===== src/rtl/game_controller.sv =====
// Round sequencer for Crossy Robbers: phase FSM, BCD scores, round timer
// and countdown, all paced by frame ticks recovered from VGA vsync.
module game_controller #(
  parameter int unsigned FRAMES_PER_SEC = 60,
  parameter int unsigned ROUND_SECONDS  = 60,
  parameter logic [7:0]  WIN_SCORE      = 8'h15,
  parameter int unsigned COUNT_SECONDS  = 3
) (
  input  logic       Clk,
  input  logic       Reset,
  input  logic       frame_clk,
  input  logic [7:0] keycode,
  input  logic       p1_score_inc,
  input  logic       p2_score_inc,
  input  logic       p1_hit,
  input  logic       p2_hit,
  output logic [1:0] state,
  output logic       players_enable,
  output logic       player_reset,
  output logic [1:0] count_left,
  output logic [6:0] time_left,
  output logic [7:0] p1_bcd,
  output logic [7:0] p2_bcd,
  output logic [1:0] winner
);

  localparam int unsigned FCW = (FRAMES_PER_SEC > 1) ? $clog2(FRAMES_PER_SEC) : 1;
  localparam logic [FCW-1:0] FRAME_LAST = FCW'(FRAMES_PER_SEC - 1);
  localparam logic [7:0] KEY_ENTER  = 8'h28;
  localparam logic [7:0] KEY_ESC    = 8'h29;
  localparam logic [6:0] ROUND_INIT = 7'(ROUND_SECONDS);
  localparam logic [1:0] COUNT_INIT = 2'(COUNT_SECONDS);

  typedef enum logic [1:0] {
    ST_ATTRACT   = 2'b00,
    ST_COUNTDOWN = 2'b01,
    ST_PLAY      = 2'b10,
    ST_GAME_OVER = 2'b11
  } state_e;

  state_e         state_q, state_d;
  logic           fc_s1, fc_s2, fc_s3;
  logic [7:0]     key_prev;
  logic [FCW-1:0] frame_cnt, frame_d;
  logic           frame_tick, sec_tick, enter_press, esc_press;
  logic           cd_entry;
  logic [1:0]     count_d, winner_d;
  logic [6:0]     time_d;
  logic [7:0]     p1_d, p2_d;
  logic           enable_d, preset_d;

  // BCD increment, saturating at 99
  function automatic logic [7:0] bcd_inc(input logic [7:0] v);
    logic [7:0] r;
    if (v == 8'h99)             r = v;
    else if (v[3:0] == 4'd9)    r = {v[7:4] + 4'd1, 4'd0};
    else                        r = {v[7:4], v[3:0] + 4'd1};
    return r;
  endfunction

  // BCD decrement, saturating at 00
  function automatic logic [7:0] bcd_dec(input logic [7:0] v);
    logic [7:0] r;
    if (v == 8'h00)             r = v;
    else if (v[3:0] == 4'd0)    r = {v[7:4] - 4'd1, 4'd9};
    else                        r = {v[7:4], v[3:0] - 4'd1};
    return r;
  endfunction

  // Score update for one player; simultaneous inc and hit cancel
  function automatic logic [7:0] score_next(input logic [7:0] v, input logic inc, input logic hit);
    logic [7:0] r;
    r = v;
    if (inc && !hit)      r = bcd_inc(v);
    else if (hit && !inc) r = bcd_dec(v);
    return r;
  endfunction

  assign frame_tick  = fc_s2 & ~fc_s3;
  assign sec_tick    = frame_tick && (frame_cnt == FRAME_LAST);
  assign enter_press = (keycode == KEY_ENTER) && (key_prev != KEY_ENTER);
  assign esc_press   = (keycode == KEY_ESC) && (key_prev != KEY_ESC);
  assign state       = state_q;

  // vsync synchronizer, edge-detect history and previous keycode
  always_ff @(posedge Clk or posedge Reset) begin
    if (Reset) begin
      fc_s1    <= 1'b0;
      fc_s2    <= 1'b0;
      fc_s3    <= 1'b0;
      key_prev <= 8'h00;
    end else begin
      fc_s1    <= frame_clk;
      fc_s2    <= fc_s1;
      fc_s3    <= fc_s2;
      key_prev <= keycode;
    end
  end

  // Phase state register
  always_ff @(posedge Clk or posedge Reset) begin
    if (Reset) state_q <= ST_ATTRACT;
    else       state_q <= state_d;
  end

  // Next phase; escape overrides every other transition
  always_comb begin
    state_d = state_q;
    if (esc_press && state_q != ST_ATTRACT) begin
      state_d = ST_ATTRACT;
    end else begin
      case (state_q)
        ST_ATTRACT:   if (enter_press) state_d = ST_COUNTDOWN;
        ST_COUNTDOWN: if (sec_tick && count_left == 2'd1) state_d = ST_PLAY;
        ST_PLAY:      if (time_left == 7'd0 || p1_bcd >= WIN_SCORE || p2_bcd >= WIN_SCORE)
                        state_d = ST_GAME_OVER;
        ST_GAME_OVER: if (enter_press) state_d = ST_COUNTDOWN;
        default:      state_d = ST_ATTRACT;
      endcase
    end
  end

  // Next values for timers, scores and phase-derived outputs
  always_comb begin
    cd_entry = (state_d == ST_COUNTDOWN) && (state_q != ST_COUNTDOWN);
    frame_d  = frame_cnt;
    count_d  = 2'd0;
    time_d   = time_left;
    p1_d     = p1_bcd;
    p2_d     = p2_bcd;
    winner_d = 2'b00;

    if (state_d != state_q)  frame_d = '0;
    else if (sec_tick)       frame_d = '0;
    else if (frame_tick)     frame_d = frame_cnt + FCW'(1);

    if (cd_entry)                       count_d = COUNT_INIT;
    else if (state_d == ST_COUNTDOWN)   count_d = sec_tick ? count_left - 2'd1 : count_left;

    if (state_q == ST_PLAY) begin
      if (sec_tick && time_left != 7'd0) time_d = time_left - 7'd1;
      p1_d = score_next(p1_bcd, p1_score_inc, p1_hit);
      p2_d = score_next(p2_bcd, p2_score_inc, p2_hit);
    end

    // A fresh round or a return to attract starts from a clean slate
    if (cd_entry || state_d == ST_ATTRACT) begin
      time_d = ROUND_INIT;
      p1_d   = 8'h00;
      p2_d   = 8'h00;
    end

    if (state_d == ST_GAME_OVER) begin
      if (p1_d > p2_d)      winner_d = 2'b01;
      else if (p2_d > p1_d) winner_d = 2'b10;
      else                  winner_d = 2'b11;
    end

    enable_d = (state_d == ST_PLAY);
    preset_d = cd_entry;
  end

  // Registered datapath and outputs, updated alongside the phase
  always_ff @(posedge Clk or posedge Reset) begin
    if (Reset) begin
      frame_cnt      <= '0;
      count_left     <= 2'd0;
      time_left      <= ROUND_INIT;
      p1_bcd         <= 8'h00;
      p2_bcd         <= 8'h00;
      winner         <= 2'b00;
      players_enable <= 1'b0;
      player_reset   <= 1'b0;
    end else begin
      frame_cnt      <= frame_d;
      count_left     <= count_d;
      time_left      <= time_d;
      p1_bcd         <= p1_d;
      p2_bcd         <= p2_d;
      winner         <= winner_d;
      players_enable <= enable_d;
      player_reset   <= preset_d;
    end
  end

endmodule


===== config.mk =====
export PLATFORM = sky130hd
export DESIGN_NAME = game_controller
export DESIGN_NICKNAME = d
export VERILOG_FILES = /design/src/rtl/game_controller.sv
export SDC_FILE = /design/constraint.sdc
export NUM_CORES = 1
export LEC_CHECK = 0
export ABC_AREA = 1
export CORE_MARGIN = 3
export CORE_UTILIZATION = 56
export DETAILED_ROUTE_END_ITERATION = 10
export PLACE_DENSITY = 0.91
export SYNTH_ARGS = -nofsm -noshare
export SYNTH_HDL_FRONTEND = slang
export SYNTH_SLANG_ARGS = --single-unit

===== constraint.sdc =====
create_clock -name Clk -period 3 [get_ports Clk]
set_clock_uncertainty 0.15 [all_clocks]
set_input_delay 0.6 -clock Clk [delete_from_list [all_inputs] [get_ports Clk]]
set_output_delay 0.6 -clock Clk [all_outputs]
set_load 0.02 [all_outputs]

Word-level counts from Yosys, hierarchy flattened
Cells that the tools add are included.
{"block": "op_classes", "order_cmp": 4, "n_reduce_logical": 32, "eq_ne": 19, "muxes": 33, "n_addsub": 11, "bitwise_logic": 2}
{"op": "8-bit two-way mux", "n": 16}
{"op": "7-bit two-way mux", "n": 3}
{"op": "2-bit two-way mux", "n": 9}
{"op": "6-bit two-way mux", "n": 3}
{"op": "4-bit by 1-bit adder with 4-bit output, second input constant", "n": 4}
{"op": "8-bit by 6-bit == test with 1-bit output, second input constant", "n": 2}
{"op": "8-bit == test, second input constant", "n": 2}
{"op": "8-bit by 5-bit >= comparator with 1-bit output, second input constant", "n": 2}
{"op": "8-bit greater-than comparator", "n": 2}
{"op": "8-bit zero test", "n": 2}
{"op": "8-bit by 6-bit != test with 1-bit output, second input constant", "n": 2}
{"op": "4-bit by 1-bit subtractor with 4-bit output, second input constant", "n": 4}
{"op": "1-bit logical AND", "n": 11}
{"op": "2-bit == test, second input constant", "n": 4}
{"op": "4-bit == test, second input constant", "n": 2}
{"op": "4-bit zero test", "n": 2}
{"op": "7-bit zero test", "n": 1}
{"op": "7-bit nonzero test", "n": 1}
{"op": "7-bit by 1-bit subtractor with 7-bit output, second input constant", "n": 1}
{"op": "6-bit by 1-bit adder with 6-bit output, second input constant", "n": 1}
{"op": "2-bit by 1-bit == test with 1-bit output, second input constant", "n": 3}
{"op": "6-bit == test, second input constant", "n": 1}
{"op": "2-bit case mux with 3 select lines", "n": 1}
{"op": "2-bit nonzero test", "n": 3}
{"op": "other kinds (13)", "n": 19}
{"block": "totals", "input_bits": 15, "out_inout_bits": 31, "reg_bits": 48, "word_cells": 114}

Logic depth before layout (Yosys ltp)
{"block": "logic_depth", "depth_word": 15, "mapped_depth": 21, "mapped_depth_nobuf": 20}

Worst setup path after synthesis
OpenSTA, ideal clock, no wires.
{"block": "synth_path", "path_type": "reg-to-reg", "start": "register p1_bcd[1]", "end": "register winner[0]", "stages_incl_launch_ff": 22, "path_slack_ns": 0.268, "t_required_ns": 2.779, "period_less_slack_ns": 2.732, "arrival_time_ns": 2.511, "setup_ns": 0.071, "path_buffers": 1, "cell_sequence": "dfrtp_1 > inv_1 > ha_1 > inv_1 > nand3_1 > nand2_1 > nand2_1 > o21ai_2 > nand2_2 > nand3_4 > nand2_4 > buf_6 > nand2_1 > inv_1 > ha_1 > nand2_1 > inv_1 > nand3_1 > inv_1 > a21oi_1 > nor2_1 > nor2_1"}
{"block": "synth_between", "elab_chain_cells": 14, "word_cells_on_any_way": 31, "classes_between": "add/sub: 2; order compare: 3; eq/ne: 4; mux: 15; reduce/logical: 7"}
{"item": "from (decl)", "line": "22", "source": "output logic [7:0] p1_bcd,"}
{"item": "from (signal assigned)", "line": "178", "source": "p1_bcd <= p1_d;"}
{"item": "8-bit by 5-bit >= comparator with 1-bit output *", "line": "115", "source": "ST_PLAY: if (time_left == 7'd0 || p1_bcd >= WIN_SCORE || p2_bcd >= WIN_SCORE)"}
{"item": "1-bit logical OR * (2 in series)", "line": "115"}
{"item": "2-bit two-way mux *", "line": "115"}
{"item": "2-bit case mux with 3 select lines *", "line": "112", "source": "case (state_q)"}
{"item": "2-bit two-way mux *", "line": "109", "source": "if (esc_press && state_q != ST_ATTRACT) begin"}
{"item": "2-bit by 1-bit == test with 1-bit output", "line": "125", "source": "cd_entry = (state_d == ST_COUNTDOWN) && (state_q != ST_COUNTDOWN);"}
{"item": "1-bit logical AND", "line": "125"}
{"item": "1-bit logical OR *", "line": "147", "source": "if (cd_entry || state_d == ST_ATTRACT) begin"}
{"item": "8-bit two-way mux *", "line": "147"}
{"item": "net p2_d[7]", "line": "49", "source": "logic [7:0] p1_d, p2_d;"}
{"item": "8-bit greater-than comparator", "line": "155", "source": "else if (p2_d > p1_d) winner_d = 2'b10;"}
{"item": "1-bit two-way mux", "line": "155"}
{"item": "2-bit two-way mux *", "line": "154", "source": "if (p1_d > p2_d) winner_d = 2'b01;"}
{"item": "2-bit two-way mux *", "line": "153", "source": "if (state_d == ST_GAME_OVER) begin"}
{"item": "net winner_d[0]", "line": "47", "source": "logic [1:0] count_d, winner_d;"}
{"item": "to (signal assigned)", "line": "180", "source": "winner <= winner_d;"}
{"item": "to (decl)", "line": "24", "source": "output logic [1:0] winner"}
Mark *: on every way through the listed nets, which the timed path passes. The rest lies on a longest branch.
A chain may end at the register's enable or synchronous reset.

Worst setup path after layout
{"block": "layout_path", "start": "register p1_bcd[5]", "end": "register winner[0]"}
The elaborated chain is that of the path after synthesis.

==> run summary <==
Status - completed
Core Util, Final - 0.7861
Hold path depth - 0
Crit start category - register
Area leader, netlist - dfrtp_1
DP HPWL - 6981 um
Period utilization - 0.9828
Leak - 2.304 nW
Synth top area share - 0.3202
Slowest stage delay, CP - 0.46 ns
Clock root cell - clkbuf_8
Worst Tran Pin Value - 0.5603 ns
Synth unique cells - 33
HP Start - fc_s1
Syn nets - 532
Top post-synthesis cells by count - nand2_1, inv_1, nor2_1, dfrtp_1, nand3_1
Inst Count DP - 632
Fraction of registers with async set/reset - 1.000
CTS Hold Bufs - 0
Setup crit end kind - register
CP cell instances - inv_2 -> ha_1 -> inv_1 -> nor2_1 -> nand2_1 -> nand2_1 -> o21ai_2 -> nand2_2 -> nand3_4 -> nand2_8 -> nand2_1 -> nor2_2 -> ha_1 -> nand2_2 -> inv_1 -> nand3_1 -> inv_1 -> a21oi_2 -> nor2_2 -> nor2_1
Pwr/cell area - 1000 mW/mm^2
Placement-stage cell area - 0.004185 mm^2
Global placer's final weighted congestion - 0.9848
Hold WC Path Type - reg2reg
TritonCTS clock tree - done
Fmax - 0.3392 GHz
Final hold violation count - 0
WL/cell - 16.24 um
Largest net degree at the start of global routing - 28
Maxcap violations - 0
Detailed Route WL - 10480 um
Worst R2R Setup Slack - 0.05 ns
Slew Limit Fails - 0
Via density - 5.848
Critical path class - reg2reg
Initial antenna violation count - 0
Simple-Gate Fraction of Synth Area - 0.2948
Nets - 615
Cell area after layout - 0.004488 mm^2
Post-synthesis adder-cell area fraction - 0.1019
Worst path arrival time - 3.04 ns
Final non-filler cell total - 645
Final setup viols - 0
Main flop type after synthesis - dfrtp_1
Worst-path clk slew - 0.10 ns
Synth area leaders - dfrtp_1, nand2_1, ha_1
Sequential area share after synthesis - 0.3508
Most common cell in the synthesized netlist - nand2_1
Clk Latency, worst-skew pair - 0.31 ns
Synth Register Bits - 48
Hold Crit Endpoint - fc_s2
Setup ws final - 0.05152 ns
TritonRoute pass-1 iters - 7
Worst vdd ir - 0.0005973 V
Synth Cell Area - 0.003438 mm^2
Num CTS Buffers - 5
Port bufs - 45
Compound-cell area share of the yosys netlist - 0.1285
Worst R2R Path Depth - 20
Vias - 3772
I/O Pins - 46
Die Span Y - 84.36 um
Metal-1 WL - 4080 um
Max clock buf depth - 2
Gr usage total - 0.2645
Syn Area/Cell - 7.031 um^2
R2R Path End - winner[0]
Largest family of logic cells by synthesized area - simple AND/OR/NAND/NOR gates
Share of cells above drive strength 1 - 0.1867
DRC - 0
Post-Syn Instances - 489
Initial Utilization - 0.6022
Rows - 27
DR WL met2 - 5190 um
ANT nets after route - 0
Max Used Layer - met4
Final Total Pwr - 4.489 mW
H-Tree Depth - 2
Die W - 84.36 um
FF-to-FF Start - p1_bcd[5]
CP max-delay cell - dfrtp_2
Vias in the first global route - 3529
CTS Sinks - 48
Post-synthesis mux area share - 0
Iteration-0 DRC Markers - 327
WP data required - 3.09 ns
Antenna Cells - 0
Min cycle time layout - 2.948 ns
Die footprint - 0.007116 mm^2
First-pass GRT wire length - 15730 um
Yosys warns - 0
Synth-to-Final Area Change - 30.53%
Core footprint - 0.005709 mm^2
EDFF count, synth - 0
Met3 WL - 783 um
Critical path fanouts, max - 6
Post-Synth XOR/XNOR Area - 0.02038
Total global routing overflow - 0
Slew margin rel. - 0.6259
Worst slack at placement - -0.2637 ns
worst max path at each step:
| stage | start | endpoint | slack (ns) | cells past startpoint |
|---|---|---|---|---|
| after floorplan | p1_bcd[1] | winner[0] | 0.27 | 21 |
| after global placement | p1_hit | winner[0] | -0.12 | 20 |
| after detailed placement | keycode[5] | winner[0] | -0.26 | 21 |
| after CTS | keycode[5] | winner[0] | 0.008 | 21 |
| after global routing | p1_bcd[5] | winner[0] | -0.28 | 20 |
| final | p1_bcd[5] | winner[0] | 0.05 | 20 |
layout make-up:
type	instances	area (um^2)
flip-flops and latches	48	1214
fillers	356	1221
repair buffers	81	747.0
clock inverters	2	13.76
well taps	72	90.09
multi-input cells	350	2018
inverters	86	322.8
clock buffers	6	82.58
registers in the layout (all words and copies together), names as in the netlist:
| signal | cells |
|---|---|
| count_left | 2 |
| frame_cnt | 6 |
| time_left | 7 |
| fc_s3 | 1 |
| state | 2 |
| winner | 2 |
| player_reset | 1 |
| fc_s2 | 1 |
| p2_bcd | 8 |
| fc_s1 | 1 |
| key_prev | 8 |
| p1_bcd | 8 |
| players_enable | 1 |
layer usage:
layer,global-route usage,vias to the layer above
met5,0,-
met2,0.4684,236
met3,0.03533,51
met4,0.09209,0
li1,-,1738
met1,0.3305,1747
stage by stage:
stage	setup TNS (ns)	hold WS (ns)
after CTS	0	0.2098
final	0	0.2085
after global routing	-0.4792	0.2241
after floorplan	0	0.1812
after detailed placement	-0.4750	0.1889
after global placement	-0.2022	0.1824
cell usage in the layout (no fill, tap or decap), drive strengths merged:
cell type        n
clkbuf           6
clkinv           1
dlymetal6s2s     9
a31oi            3
o211ai           3
clkdlybuf4s50   36
a22oi            4
o21ai           34
nand3           42
buf             36
dfstp            4
o31ai            3
o21a             2
nand4            6
nor2            66
nand3b           1
nor3             8
nand2          109
and3             1
ha              28
dfrtp           44
xor2             7
nand2b           1
xnor2            1
inv             87
a21oi           31
logic make-up after synthesis:
kind of cell / after synthesis
AND/OR/NAND/NOR: 233
buffers and inverters: 92
AO/OA/AOI/OAI: 80
flip-flops: 48
adder cells (fa/ha/maj): 28
XOR/XNOR: 8
what timing repair did:
item / in CTS / in global routing
hold endpoints to repair: 0 / 0
gates resized for setup: 0 / 62
buffers inserted: 0 / 4
setup endpoints to repair: 0 / 2
where the power goes:
group | leakage, nW | total, mW | internal (mW) | switching (mW)
sequential | 0.607 | 0.978 | 0.789 | 0.189
clock | 0.0516 | 0.422 | 0.189 | 0.233
combinational | 1.65 | 3.09 | 1.21 | 1.88
total | 2.30 | 4.49 | 2.19 | 2.30
critical path: cells and delay by family (launching register included):
family	cells	cell delay (ns)
simple gates	12	1.30
flops	1	0.46
fa+ha+maj	2	0.43
buf+inv	4	0.28
compound gates	2	0.24
No activity file was read; power rests on OpenSTA's default activity.
